--- config.mk ---
export PLATFORM = sky130hd
export DESIGN_NAME = mul_share_ctrl_flat
export DESIGN_NICKNAME = d
export VERILOG_FILES = /design/src/rtl/mul_ctrl_pkg.sv /design/src/rtl/mul_share_ctrl_if.sv /design/src/rtl/rr_arb2.sv /design/src/rtl/mul_share_ctrl.sv /design/src/flat_wrapper.sv
export SDC_FILE = /design/constraint.sdc
export NUM_CORES = 1
export LEC_CHECK = 0
export BUFFER_PORTS_ARGS = -buffer_cell sky130_fd_sc_hd__buf_2
export CORE_ASPECT_RATIO = 1.2
export CORE_MARGIN = 5
export CORE_UTILIZATION = 35
export CTS_CLUSTER_DIAMETER = 200
export DETAILED_ROUTE_END_ITERATION = 8
export GPL_TIMING_DRIVEN = 0
export HOLD_SLACK_MARGIN = 0.08
export PLACE_DENSITY = 0.9
export SYNTH_ARGS = -nofsm -noshare
export SYNTH_HDL_FRONTEND = slang
export SYNTH_HIERARCHICAL = 1
export SYNTH_SLANG_ARGS = --single-unit
--- constraint.sdc ---
create_clock -name clk -period 1.74 [get_ports clk]
set_clock_uncertainty 0.05 [all_clocks]
set_input_delay 0 -clock clk [delete_from_list [all_inputs] [get_ports clk]]
set_output_delay 0 -clock clk [all_outputs]
set_load 0.005 [all_outputs]
--- src/rtl/mul_ctrl_pkg.sv ---
// Shared types and constants for the shared-multiplier controller.
package mul_ctrl_pkg;

    localparam int DEFAULT_W = 16;

    localparam logic [2:0] ST_IDLE   = 3'd0;
    localparam logic [2:0] ST_LOAD_A = 3'd1;
    localparam logic [2:0] ST_LOAD_B = 3'd2;
    localparam logic [2:0] ST_MULT   = 3'd3;
    localparam logic [2:0] ST_FIN    = 3'd4;

    typedef enum logic [2:0] {
        IDLE   = ST_IDLE,
        LOAD_A = ST_LOAD_A,
        LOAD_B = ST_LOAD_B,
        MULT   = ST_MULT,
        FIN    = ST_FIN
    } state_t;

endpackage

--- src/rtl/mul_share_ctrl_if.sv ---
// Requester/datapath bundle seen by the shared-multiplier controller.
interface mul_share_ctrl_if
    import mul_ctrl_pkg::*;
#(
    parameter int W = DEFAULT_W
);
    logic [1:0]   req;
    logic [W-1:0] a0;
    logic [W-1:0] b0;
    logic [W-1:0] a1;
    logic [W-1:0] b1;
    logic         eqz;
    logic [W-1:0] dp_bus;
    logic         lda;
    logic         ldb;
    logic         clrp;
    logic         ldp;
    logic         decb;
    logic [1:0]   gnt;
    logic [1:0]   done;
    logic         busy;

    modport master (
        input  req, a0, b0, a1, b1, eqz,
        output dp_bus, lda, ldb, clrp, ldp, decb, gnt, done, busy
    );

    modport slave (
        output req, a0, b0, a1, b1, eqz,
        input  dp_bus, lda, ldb, clrp, ldp, decb, gnt, done, busy
    );

endinterface

--- src/rtl/rr_arb2.sv ---
// Two-way round-robin arbiter: on contention the requester not served last wins.
module rr_arb2 (
    input  logic [1:0] i_req,
    input  logic       i_last,
    output logic [1:0] o_gnt
);

    always_comb begin
        o_gnt = '0;
        if (i_req == 2'b11) begin
            o_gnt = i_last ? 2'b01 : 2'b10;
        end else begin
            o_gnt = i_req;
        end
    end

endmodule

--- src/rtl/mul_share_ctrl.sv ---
// Controller sharing one repeated-addition multiplier datapath between two requesters.
module mul_share_ctrl
    import mul_ctrl_pkg::*;
#(
    parameter int W = DEFAULT_W
) (
    input  logic              clk,
    input  logic              rst_n,
    mul_share_ctrl_if.master  bus
);

    state_t       r_state;
    logic [1:0]   r_gnt;
    logic         r_last;

    logic [1:0]   w_arb_gnt;
    logic         w_owner;
    logic [W-1:0] w_opa;
    logic [W-1:0] w_opb;

    rr_arb2 u_arb (
        .i_req  (bus.req),
        .i_last (r_last),
        .o_gnt  (w_arb_gnt)
    );

    assign w_owner = r_gnt[1];
    assign w_opa   = w_owner ? bus.a1 : bus.a0;
    assign w_opb   = w_owner ? bus.b1 : bus.b0;

    // Once granted, the job runs to FIN regardless of req; only reset abandons it.
    always_ff @(posedge clk or negedge rst_n) begin
        if (!rst_n) begin
            r_state <= IDLE;
            r_gnt   <= '0;
            r_last  <= 1'b1;
        end else begin
            case (r_state)
                IDLE: begin
                    if (|bus.req) begin
                        r_state <= LOAD_A;
                        r_gnt   <= w_arb_gnt;
                    end
                end
                LOAD_A:  r_state <= LOAD_B;
                LOAD_B:  r_state <= MULT;
                MULT: begin
                    if (bus.eqz) r_state <= FIN;
                end
                FIN: begin
                    r_last  <= r_gnt[1];
                    r_gnt   <= '0;
                    r_state <= IDLE;
                end
                default: begin
                    r_state <= IDLE;
                    r_gnt   <= '0;
                end
            endcase
        end
    end

    always_comb begin
        bus.dp_bus = '0;
        bus.lda    = 1'b0;
        bus.ldb    = 1'b0;
        bus.clrp   = 1'b0;
        bus.ldp    = 1'b0;
        bus.decb   = 1'b0;
        bus.done   = '0;
        bus.gnt    = r_gnt;
        bus.busy   = (r_state != IDLE);
        case (r_state)
            LOAD_A: begin
                bus.dp_bus = w_opa;
                bus.lda    = 1'b1;
            end
            LOAD_B: begin
                bus.dp_bus = w_opb;
                bus.ldb    = 1'b1;
                bus.clrp   = 1'b1;
            end
            MULT: begin
                bus.ldp  = ~bus.eqz;
                bus.decb = ~bus.eqz;
            end
            FIN:     bus.done = r_gnt;
            default: ;
        endcase
    end

endmodule

--- src/flat_wrapper.sv ---
// flat-port wrapper written by rule: the top's interface ports become plain ports
module mul_share_ctrl_flat import mul_ctrl_pkg::*;
#(
    parameter int W = DEFAULT_W
)
  (clk, rst_n, bus_req, bus_a0, bus_b0, bus_a1, bus_b1, bus_eqz, bus_dp_bus, bus_lda, bus_ldb, bus_clrp, bus_ldp, bus_decb, bus_gnt, bus_done, bus_busy);
  mul_share_ctrl_if #(.W(W)) bus_i ();
  input  logic clk;
  input  logic rst_n;
  input wire logic [$bits(bus_i.req)-1:0] bus_req;
  input wire logic [$bits(bus_i.a0)-1:0] bus_a0;
  input wire logic [$bits(bus_i.b0)-1:0] bus_b0;
  input wire logic [$bits(bus_i.a1)-1:0] bus_a1;
  input wire logic [$bits(bus_i.b1)-1:0] bus_b1;
  input wire logic [$bits(bus_i.eqz)-1:0] bus_eqz;
  output wire logic [$bits(bus_i.dp_bus)-1:0] bus_dp_bus;
  output wire logic [$bits(bus_i.lda)-1:0] bus_lda;
  output wire logic [$bits(bus_i.ldb)-1:0] bus_ldb;
  output wire logic [$bits(bus_i.clrp)-1:0] bus_clrp;
  output wire logic [$bits(bus_i.ldp)-1:0] bus_ldp;
  output wire logic [$bits(bus_i.decb)-1:0] bus_decb;
  output wire logic [$bits(bus_i.gnt)-1:0] bus_gnt;
  output wire logic [$bits(bus_i.done)-1:0] bus_done;
  output wire logic [$bits(bus_i.busy)-1:0] bus_busy;
  assign bus_i.req = bus_req;
  assign bus_i.a0 = bus_a0;
  assign bus_i.b0 = bus_b0;
  assign bus_i.a1 = bus_a1;
  assign bus_i.b1 = bus_b1;
  assign bus_i.eqz = bus_eqz;
  assign bus_dp_bus = bus_i.dp_bus;
  assign bus_lda = bus_i.lda;
  assign bus_ldb = bus_i.ldb;
  assign bus_clrp = bus_i.clrp;
  assign bus_ldp = bus_i.ldp;
  assign bus_decb = bus_i.decb;
  assign bus_gnt = bus_i.gnt;
  assign bus_done = bus_i.done;
  assign bus_busy = bus_i.busy;
  mul_share_ctrl #(.W(W)) u_core (.clk(clk), .rst_n(rst_n), .bus(bus_i));
endmodule
Yosys cells after proc, flatten, opt, wreduce, memory -nomap -nowiden
Cells that the tools add are included.
{"block": "word_totals", "regBits": 6, "latch_bits": 0, "rom_bits": 0, "elab_cells": 32, "ramBits": 0, "n_memories": 0, "output_inout_bits": 26}
{"block": "classes", "muxes": 14, "bitwise_logic": 2, "n_div": 0, "eq_ne": 7, "n_addsub": 0, "magnitude_cmp": 0, "n_reduce_logical": 6, "shifts": 0, "multipliers": 0}
{"operator": "$mux W16", "count": 2}
{"operator": "$pmux W16 S2", "count": 1}
{"operator": "$pmux W3 S4", "count": 1}
{"operator": "$mux W2", "count": 4}
{"operator": "$eq A3 B2 Y1 const B", "count": 2}
{"operator": "$mux W3", "count": 2}
{"operator": "$pmux W2 S2", "count": 1}
{"operator": "$reduce_and A2 Y1", "count": 2}
{"operator": "$eq A3 B1 Y1 const B", "count": 1}
{"operator": "$eq A3 B3 Y1 const B", "count": 1}
{"operator": "$logic_not A3 Y1", "count": 1}
{"operator": "$mux W1", "count": 3}
{"operator": "$reduce_bool A3 Y1", "count": 1}
{"operator": "$reduce_or A3 Y1", "count": 1}
{"operator": "$eq A2 B2 Y1 const B", "count": 1}
{"operator": "$ne A2 B1 Y1 const B", "count": 1}
{"operator": "$ne A2 B2 Y1 const B", "count": 1}
{"operator": "$not A1 Y1", "count": 2}
{"operator": "$reduce_or A2 Y1", "count": 1}

Depth between registers and ports, before layout
Gate-level depths: netlist (run 1).
{"block": "logic_depth", "word_depth": 4, "ltp_mapped": 5, "depth_no_buf": 4}

Modules after synthesis
Netlist (run 1), hierarchy kept.
{"mod": "mul_share_ctrl", "n_inst": 1, "cells_per_inst": 90, "area_each_um2": 874.6}
{"mod": "rr_arb2", "n_inst": 1, "cells_per_inst": 3, "area_each_um2": 18.8}

Worst setup path after synthesis (run 1)
OpenSTA, ideal clock, no wires.
{"block": "synth_timing", "path_kind": "reg-to-output", "startpoint": "register u_core.r_state[0]", "endpoint": "output bus_ldb", "t_required_ns": 1.690, "slack_ns": 0.488, "arrival_time_ns": 1.202, "stages_incl_launch_ff": 6, "cell_sequence": "dfrtp_1 or3b_1 buf_6 buf_12 inv_2 buf_4"}
{"block": "synth_between", "elab_chain_cells": 2}
{"element": "start: declaration", "line": "mul_share_ctrl.sv:12", "rtl": "state_t r_state;"}
{"element": "start signal: assignment", "line": "mul_share_ctrl.sv:34", "rtl": "r_state <= IDLE;"}
{"element": "start signal: assignment", "line": "mul_share_ctrl.sv:41", "rtl": "r_state <= LOAD_A;"}
{"element": "start signal: assignment", "line": "mul_share_ctrl.sv:45", "rtl": "LOAD_A: r_state <= LOAD_B;"}
{"element": "$eq A3 B2 Y1"}
{"element": "$mux W1"}
{"element": "end: declaration", "line": "flat_wrapper.sv:18", "rtl": "output wire logic [$bits(bus_i.ldb)-1:0] bus_ldb;"}
No other way between the ends.

Worst setup path after layout (run 1)
{"block": "layout_timing", "startpoint": "register u_core.r_state[0]", "endpoint": "output bus_ldb"}
{"block": "layout_between", "elab_chain_cells": 2}
{"element": "$eq A3 B2 Y1", "line": "mul_share_ctrl.sv:73", "rtl": "case (r_state)"}
{"element": "$mux W1", "line": "mul_share_ctrl.sv:73"}
No other way between the ends.

==> results of run 1 <==
## layout make-up
cell class              count  area [sq um]
plain buffers              11          93.8
fillers                   249          1010
clock buffers               4          26.3
well taps                  33          41.3
multi-input cells          73           648
repair buffers             99           520
inverters                   3          11.3
flip-flops and latches      6           153
## final timing paths
path	to	start	slack (ns)
min in group clk	bus_dp_bus[7]	bus_b0[7]	0.32
worst max-delay path	bus_ldb	u_core/r_state[0]	0.08
worst max register to register	u_core/r_state[1]	u_core/r_state[0]	0.41
worst min register to register	u_core/r_state[0]	u_core/r_state[0]	0.47
worst min-delay path	u_core/r_last	rst_n	0.21
max in group asynchronous	u_core/r_state[0]	rst_n	0.72
## stage by stage
stage | area (sq um) | setup slack (ns) | utilization [%] | total power, mW
2_1_floorplan | 893 | 0.488 | - | 1.37
3_3_place_gp | 1410 | 0.337 | 56.2 | 1.88
3_5_place_dp | 1410 | 0.320 | 56.2 | 1.90
4_1_cts | 1480 | 0.0491 | 59.2 | 2.06
5_1_grt | 1490 | 0.000995 | 59.7 | 2.25
6_report | 1490 | 0.0801 | 59.7 | 2.05
## routing by layer
| metal | global-route usage (%) | routed length [microns] | vias to the layer above |
|---|---|---|---|
| met5 | 0 | 0 | - |
| met4 | 2.67 | 0 | 0 |
| met3 | 4.52 | 249 | 0 |
| met2 | 32.0 | 1640 | 54 |
| met1 | 17.8 | 1180 | 508 |
| li1 | - | - | 554 |
## layout by cell type (no fill, tap or decap), types with 2 or more instances in the layout
master / n
nor2_1: 2
o22ai_1: 8
o22ai_2: 8
buf_4: 2
dlygate4sd3_1: 5
mux2i_1: 34
buf_2: 96
clkbuf_4: 6
nand2b_1: 5
and3_1: 2
dfrtp_1: 4
inv_1: 2
clkbuf_1: 2
buf_6: 2
## power groups by stage
stage	logic, mW	registers, mW	clock network [mW]
after floorplan	1.11	0.260	0
after global placement	1.61	0.268	0
after detailed placement	1.63	0.274	0
after CTS	1.64	0.272	0.147
after global routing	1.80	0.287	0.160
final	1.63	0.274	0.140
## synth_stat cells
| master | instances | area, sq um |
|---|---|---|
| mux2i_1 | 34 | 340 |
| a211oi_1 | 1 | 7.51 |
| dfrtp_1 | 5 | 125 |
| and3_1 | 2 | 12.5 |
| inv_1 | 2 | 7.51 |
| clkbuf_1 | 1 | 3.75 |
| or3b_1 | 1 | 8.76 |
| and3_2 | 1 | 7.51 |
| nor3_1 | 1 | 5.00 |
| nor2_1 | 2 | 7.51 |
| a21boi_0 | 1 | 7.51 |
| buf_6 | 1 | 11.3 |
| nand2b_2 | 1 | 8.76 |
| dfstp_2 | 1 | 26.3 |
| inv_2 | 1 | 3.75 |
| buf_4 | 3 | 22.5 |
| o21a_1 | 1 | 7.51 |
| buf_2 | 5 | 25.0 |
| nand2b_1 | 5 | 31.3 |
| nand2_1 | 1 | 3.75 |
| or3_2 | 1 | 7.51 |
| a21o_1 | 1 | 7.51 |
| o22ai_1 | 8 | 50.1 |
| or2b_1 | 1 | 7.51 |
| a21boi_1 | 1 | 7.51 |
| buf_12 | 1 | 20.0 |
| and2b_1 | 1 | 7.51 |
| o211ai_2 | 1 | 12.5 |
| o22ai_2 | 8 | 100 |
## critical path, stage by stage (launching register included)
cell and delay [ns]:
dfrtp_2 0.43, or3b_1 0.40, buf_6 0.16, buf_12 0.14
inv_2 0.05, buf_4 0.08, buf_2 0.09
## cell families after synthesis
family                 count (synthesis)  synth area share [%]
and+or+nand+nor                       17                  12.0
DFF                                    6                  16.9
AOI/OAI and AO/OA                     22                  22.4
muxes                                 34                  38.1
buffers and inverters                 14                  10.5
## sequential cells by signal, indices dropped and copies added, names as in the netlist
register,cells
u_core/bus.gnt,2
u_core/r_last,1
u_core/r_state,3
## repair_timing
action,CTS,global route
setup endpoints to repair,0,10
gates resized for setup,0,5
hold buffers,5,0
hold endpoints to repair,11,0
==> impl_metrics.csv, run 1 <==
group,metric,value,unit
status,status,"completed",
worst_setup_path,required,1.69,ns
timing,hold_viol,0,
worst_setup_path,arrival,1.61,ns
clocking,clkLatencyLatePin,0.24,ns
synth,netlist_area,893,sq um
pwr,p_clk_share,6.9,%
floorplanning,rows,20,
pwr,internal-power,1.18,mW
routing,vias,1116,
hold_path,hp-class,"in -> async",
layout,fin_nets,266,
clocking,postCtsSetupBuffers,0,
timing,rsz0062_at_grt,"no",
clocking,worst_setup_hold_path_clk_slew,0.05,ns
timing,fin_crit_sh,95.4,%
timing,fmax,602,MHz
pwr,combPwrFrac,79.8,%
global_route,first_global_vias,1174,
synth,ys_seq_area_share,16.9,%
run,cap_violations,0,
worst_setup_path,critPathCaptureType,"primary output",
pwr,p_leak,0.832,nW
timing,drv_slew,0,
timing,holdWs,0.207,ns
place,dp_cells,220,
clocking,cts_buffer_depth,2,
global_route,grt_max_degree,11,
timing,setup_viol,0,
pwr,p_per_area,1370,mW/mm^2
synth,syn_nets,162,
floorplanning,dieArea,0.00367,sq mm
floorplanning,floorplan.initialDensity,35.7,%
routing,drc,0,
synth,ys_types,29,
layout,antenna_cells,0,
global_route,grt_pass1_wl,5000,microns
place,place_congestion,0.805,
clocking,cts_tree,"yes",
synth,synthCells,93,
clocking,numCtsBuffers,3,
pwr,power_switching,870,uW
worst_setup_path,critPathKind,"reg -> out",
routing,drt-wirelength-per-cell,13.4,microns
worst_setup_path,rr_worst_depth,5,
floorplanning,die_x,56.1,microns
pwr,p_sw_share,42.5,%
worst_setup_path,crit_fanout,10,
global_route,grt_usage,16.5,%
pwr,pwr-share-seq,13.4,%
place,io_buffers,94,
floorplanning,die_y,65.3,microns
timing,fin_crit,1.66,ns
routing,viasPerCell,4.87,
clocking,clock-sinks,6,
floorplanning,core,0.00250,sq mm
timing,max_slew_margin,80.9,%
routing,dr.pass1.iters,4,
layout,instances_no_fill,229,
floorplanning,io_pins,95,
routing,final_antenna_net_count,0,
place,dp_hpwl,2610,microns
synth,avgSynthCellArea,9.61,sq um
pwr,vdd_ir_drop_max,0.000678,V
timing,max_slew.worst_pin.slew,0.287,ns
worst_setup_path,start_kind,"flop",
timing,setup_tns,0,ns
routing,drt_iter0_drc,14,
global_route,antenna_found_initial,0,
layout,synthToLayoutAreaGrowth,67.2,%
layout,drive_above_1_share,62.2,%
global_route,grt_overflow,0,
clocking,root_buffer,"clkbuf_4",
clocking,htreeDepth,1,
synth,ys_warn_count,6,
routing,drt-total-wl,3070,microns
synth,synth-seq-cells,6,
No activity file was read; power rests on OpenSTA's default activity.
==> run 2, diff against run 1 <==
--- a/config.mk
+++ b/config.mk
@@ -8,12 +8,13 @@
 export BUFFER_PORTS_ARGS = -buffer_cell sky130_fd_sc_hd__buf_2
 export CORE_ASPECT_RATIO = 1.2
 export CORE_MARGIN = 5
-export CORE_UTILIZATION = 35
+export CORE_UTILIZATION = 31
 export CTS_CLUSTER_DIAMETER = 200
 export DETAILED_ROUTE_END_ITERATION = 8
 export GPL_TIMING_DRIVEN = 0
 export HOLD_SLACK_MARGIN = 0.08
-export PLACE_DENSITY = 0.9
+export PLACE_DENSITY = 0.82
+export SLEW_MARGIN = 0
 export SYNTH_ARGS = -nofsm -noshare
 export SYNTH_HDL_FRONTEND = slang
 export SYNTH_HIERARCHICAL = 1
==> run 2 against run 1 <==
Cell count increased by 0.87%. Largest power group unchanged. Sequential power about the same. Worst hold slack got worse by 0.023 ns. Maximum frequency about the same. Final area increased by 0.17%. Count of clock-buffer cells in the layout unchanged.
==> impl_metrics.csv, run 2 (synthesis results as in run 1) <==
group,metric,value,unit
place,dp_hpwl,2910,microns
floorplanning,dieArea,0.00406,sq mm
layout,final_common_cell,"buf_2",
pwr,vdd_ir_drop_max,0.000953,V
pwr,p_clk_share,6.6,%
timing,fmax,603,MHz
layout,antenna_cells,0,
timing,max_slew.worst_pin.slew,0.304,ns
timing,hold_viol,0,
layout,fill_cells,289,
routing,final_antenna_net_count,0,
status,status,"completed",
layout,drive_above_1_share,62.9,%
timing,setup_ws,0.0805,ns
pwr,p_per_area,1410,mW/mm^2
clocking,htreeDepth,1,
global_route,grt_pass1_wl,5170,microns
timing,setup_viol,0,
floorplanning,die_x,59.0,microns
global_route,grt_usage,16.6,%
worst_setup_path,start_kind,"flop",
pwr,pwr-share-seq,12.9,%
clocking,clkLatencyLatePin,0.25,ns
routing,drc,0,
global_route,grt_overflow,0,
worst_setup_path,rr_worst_depth,4,
timing,setup_tns,0,ns
worst_setup_path,critPathCaptureType,"primary output",
worst_setup_path,critPathKind,"reg -> out",
run,cap_violations,0,
worst_setup_path,crit_fanout,10,
pwr,p_sw_share,43.8,%
layout,fin_nets,267,
global_route,grt_max_degree,11,
clocking,numCtsBuffers,3,
timing,fin_crit_sh,95.4,%
worst_setup_path,arrival,1.61,ns
global_route,antenna_found_initial,0,
routing,vias,1155,
place,place_congestion,0.834,
layout,synthToLayoutAreaGrowth,67.5,%
timing,max_slew_margin,79.7,%
pwr,internal-power,1.18,mW
layout,final_cell_mix,"99 x buf_2, 34 x mux2i_1, 8 x o22ai_2, 8 x o22ai_1",
clocking,root_buffer,"clkbuf_4",
hold_path,hp-class,"in -> async",
place,pre_cts_slack,0.328,ns
routing,drt-total-wl,3410,microns
routing,drt_iter0_drc,30,
timing,drv_slew,0,
clocking,clock-sinks,6,
routing,drt-wirelength-per-cell,14.8,microns
pwr,power_switching,921,uW
timing,fin_crit,1.66,ns
timing,rsz0062_at_grt,"no",
clocking,worst_setup_hold_path_clk_slew,0.04,ns
worst_setup_path,required,1.69,ns
floorplanning,die_y,68.8,microns
layout,fin_util,53.7,%
floorplanning,io_pins,95,
floorplanning,floorplan.initialDensity,32.1,%
pwr,combPwrFrac,80.4,%
layout,regMostFlops,"u_core/r_state",
clocking,cts_tree,"yes",
layout,largest_register_ffs,3,
clocking,cts_buffer_depth,2,
routing,viasPerCell,5.00,
pwr,p_leak,0.835,nW
global_route,first_global_vias,1176,
floorplanning,core,0.00279,sq mm
routing,dr.pass1.iters,4,
floorplanning,rows,21,
place,io_buffers,94,
[run 2: changes by cell type in the layout (fill, tap and decap cells not counted)]
cell / change
dfrtp_1: -1
clkbuf_4: -3
dfrtp_2: +1
buf_2: +3
buf_4: +1
[run 2: per-stage QoR]
stage          cells  hold WS, ns  area, sq um  power (mW)
3_3_place_gp     221       -0.219         1410        1.89
2_1_floorplan     93       -0.346          893        1.37
5_1_grt          231        0.202         1500        2.27
6_report         231        0.184         1500        2.10
3_5_place_dp     221       -0.217         1410        1.93
4_1_cts          230        0.185         1480        2.09
[run 2: final timing paths]
check	slack [ns]	startpoint	endpoint
max reg2reg	0.41	u_core/r_state[0]	u_core/bus.gnt[1]
min in group clk	0.32	bus_b0[13]	bus_dp_bus[13]
min reg2reg	0.47	u_core/r_last	u_core/r_last
min	0.18	rst_n	u_core/r_last
max	0.08	u_core/bus.gnt[1]	bus_dp_bus[4]
max in group asynchronous	0.75	rst_n	u_core/r_state[1]
[run 2: repair_timing]
item | CTS | global route
setup endpoints to repair | 0 | 9
gates resized for setup | 0 | 3
endpoints found under the hold margin | 11 | 0
hold buffers | 5 | 0
buffers inserted | 0 | 1
[run 2: critical path, cell delays in order (launching register included)]
cell and delay (ns):
dfrtp_1 0.33, buf_2 0.18, buf_2 0.32, mux2i_1 0.29
o22ai_1 0.11, buf_2 0.14
[run 2: layer usage]
metal	GRT usage (%)	vias to the layer above	share of wire, %
li1	-	556	-
met1	18.0	513	35
met2	30.4	78	52
met3	4.10	8	11
met4	6.80	0	1.9
met5	0	-	0
[run 2: area by class of cell]
type / count / area, sq um / area share [%]
Timing Repair Buffer: 100 / 528 / 35.3
Buffer: 11 / 86.3 / 5.77
Clock buffer: 4 / 26.3 / 1.76
Inverter: 3 / 11.3 / 0.753
Multi-Input combinational cell: 73 / 648 / 43.3
Tap cell: 34 / 42.5 / 2.84
Sequential cell: 6 / 154 / 10.3
[run 2: power groups by stage]
stage / clock network [mW] / registers [mW] / logic (mW)
2_1_floorplan: 0 / 0.260 / 1.11
3_3_place_gp: 0 / 0.270 / 1.62
3_5_place_dp: 0 / 0.276 / 1.66
4_1_cts: 0.148 / 0.275 / 1.67
5_1_grt: 0.156 / 0.286 / 1.83
6_report: 0.140 / 0.272 / 1.69
==> run 3, diff against run 2 <==
--- a/config.mk
+++ b/config.mk
@@ -5,7 +5,7 @@
 export SDC_FILE = /design/constraint.sdc
 export NUM_CORES = 1
 export LEC_CHECK = 0
-export BUFFER_PORTS_ARGS = -buffer_cell sky130_fd_sc_hd__buf_2
+export BUFFER_PORTS_ARGS = -buffer_cell sky130_fd_sc_hd__buf_4
 export CORE_ASPECT_RATIO = 1.2
 export CORE_MARGIN = 5
 export CORE_UTILIZATION = 31
==> run 3 against run 2 <==
Power rose by 11%. Worst setup slack worse by 0.0029 ns. Combinational power is 14% higher. Utilization increased by 8.8 points. Sequential power is 3% higher. Largest power group unchanged. Die area unchanged. Critical path depth increased by 1. Sequential share of layout area fell by 1.4 points. Worst hold slack better by 0.0077 ns. Cell count unchanged. Count of clock-buffer cells in the layout did not move. Non-clock buffer count unchanged.
==> impl_metrics.csv, run 3 (synthesis results as in run 1) <==
group,metric,value,unit
worst_setup_path,worstPathCellList,"or3b_4 -> buf_6 -> buf_12 -> inv_2 -> buf_4 -> buf_4",
worst_setup_path,slowest_stage,"dfrtp_2",
timing,fin_crit,1.66,ns
place,place_congestion,0.819,
worst_setup_path,crit_fanout,10,
timing,max_slew.worst_pin.slew,0.308,ns
layout,regMostFlops,"u_core/r_state",
floorplanning,dieArea,0.00406,sq mm
routing,final_antenna_net_count,0,
timing,hold_viol,0,
place,io_buffers,94,
layout,fill_cells,254,
routing,drt-wirelength-per-cell,15.9,microns
timing,max_slew_margin,79.5,%
worst_setup_path,crit_family,"buffers and inverters",
worst_setup_path,rr_startpoint,"u_core/r_state[0]",
routing,vias,1126,
layout,antenna_cells,0,
layout,final_cell_mix,"97 x buf_4, 34 x mux2i_1, 8 x o22ai_2, 8 x o22ai_1, 6 x clkbuf_4",
place,dp_hpwl,3240,microns
global_route,first_global_vias,1286,
clocking,cts_buffer_depth,2,
worst_setup_path,arrival,1.61,ns
clocking,htreeDepth,1,
floorplanning,die_y,68.8,microns
layout,drive_above_1_share,63.5,%
timing,setup_tns,0,ns
global_route,antenna_found_initial,0,
floorplanning,core,0.00279,sq mm
layout,largest_register_ffs,3,
routing,drc,0,
routing,drt-total-wl,3660,microns
place,dp_cells,221,
global_route,grt_pass1_wl,5640,microns
clocking,worst_setup_hold_path_clk_slew,0.05,ns
global_route,grt_usage,18.1,%
timing,fin_crit_sh,95.5,%
floorplanning,io_pins,95,
pwr,p_leak,0.903,nW
worst_setup_path,path_common_cell,"buf_4",
routing,dr.pass1.iters,3,
timing,drv_slew,0,
hold_path,hp-class,"in -> async",
clocking,root_buffer,"clkbuf_4",
worst_setup_path,start_kind,"flop",
pwr,p_per_area,1350,mW/mm^2
worst_setup_path,setup.worst_path.start,"u_core/r_state[0]",
layout,fin_nets,267,
timing,setup_viol,0,
worst_setup_path,required,1.69,ns
global_route,grt_max_degree,11,
layout,synthToLayoutAreaGrowth,95.0,%
layout,final_common_cell,"buf_4",
timing,fmax,602,MHz
clocking,clock-sinks,6,
clocking,cts_tree,"yes",
run,cap_violations,0,
clocking,numCtsBuffers,3,
worst_setup_path,max_stage_delay,0.42,ns
floorplanning,rows,21,
pwr,vdd_ir_drop_max,0.000746,V
routing,viasPerCell,4.87,
floorplanning,die_x,59.0,microns
worst_setup_path,critPathKind,"reg -> out",
status,status,"completed",
timing,rsz0062_at_grt,"no",
routing,drt_iter0_drc,24,
global_route,grt_overflow,0,
worst_setup_path,critPathCaptureType,"primary output",
clocking,clkLatencyLatePin,0.25,ns
worst_setup_path,critPathBufInv,5,
layout,instances_no_fill,231,
floorplanning,floorplan.initialDensity,32.1,%
## run 3: changes by cell type in the layout (fill, tap and decap cells not counted)
| cell | change |
|---|---|
| buf_2 | -97 |
| buf_4 | +94 |
| clkbuf_4 | +3 |
| or3b_1 | -1 |
| or3b_4 | +1 |
## run 3: metal layers
metal,vias to the layer above,routed length (microns),GRT usage (%)
met5,-,0,0
met4,0,45,5.10
met3,6,451,7.08
met2,64,1980,33.7
met1,501,1190,18.5
li1,555,-,-
## run 3: through the flow
| step | worst slack (ns) | cell area [sq um] | hold WS [ns] | util [%] | power (mW) |
|---|---|---|---|---|---|
| final | 0.0776 | 1740 | 0.192 | 62.5 | 2.34 |
| after CTS | 0.0276 | 1720 | 0.181 | 61.7 | 2.32 |
| after global placement | 0.351 | 1640 | -0.241 | 58.9 | 2.10 |
| after global routing | 0.0141 | 1740 | 0.205 | 62.5 | 2.52 |
| after detailed placement | 0.310 | 1640 | -0.239 | 58.9 | 2.16 |
| after floorplan | 0.488 | 893 | -0.346 | - | 1.37 |
## run 3: final cells by class
class / count / area (sq um) / area share (%)
sequential: 6 / 154 / 8.84
timing repair buffer: 100 / 763 / 43.8
multi-input combinational: 73 / 651 / 37.4
buffer: 11 / 93.8 / 5.39
clock buffer: 4 / 26.3 / 1.51
inverter: 3 / 11.3 / 0.647
tap: 34 / 42.5 / 2.44
## run 3: final timing paths
kind | to | slack [ns] | cells past startpoint
max | bus_ldb | 0.08 | 6
min reg2reg | u_core/r_state[0] | 0.46 | 1
min | u_core/r_last | 0.19 | 2
min in group clk | bus_dp_bus[9] | 0.32 | 4
max in group asynchronous | u_core/r_state[1] | 0.76 | 3
max reg2reg | u_core/bus.gnt[1] | 0.40 | 4
## run 3: repair_timing
action / 4_1_cts / 5_1_grt
setup buffers: 0 / 1
endpoints found under the setup margin: 0 / 10
endpoints found under the hold margin: 11 / 0
hold buffers: 5 / 0
gates resized for setup: 0 / 7
## run 3: worst reg2reg max path, cell delays in order, from the launching register on
cell,delay [ns]
dfrtp_2,0.42
buf_4,0.15
nor2_1,0.21
o21a_1,0.23
mux2i_1,0.19
## run 3: power breakdown
group | switching (mW) | internal [mW]
Combinational | 0.830 | 1.10
Sequential | 0.0607 | 0.218
Clock | 0.0508 | 0.0869
Total | 0.942 | 1.40
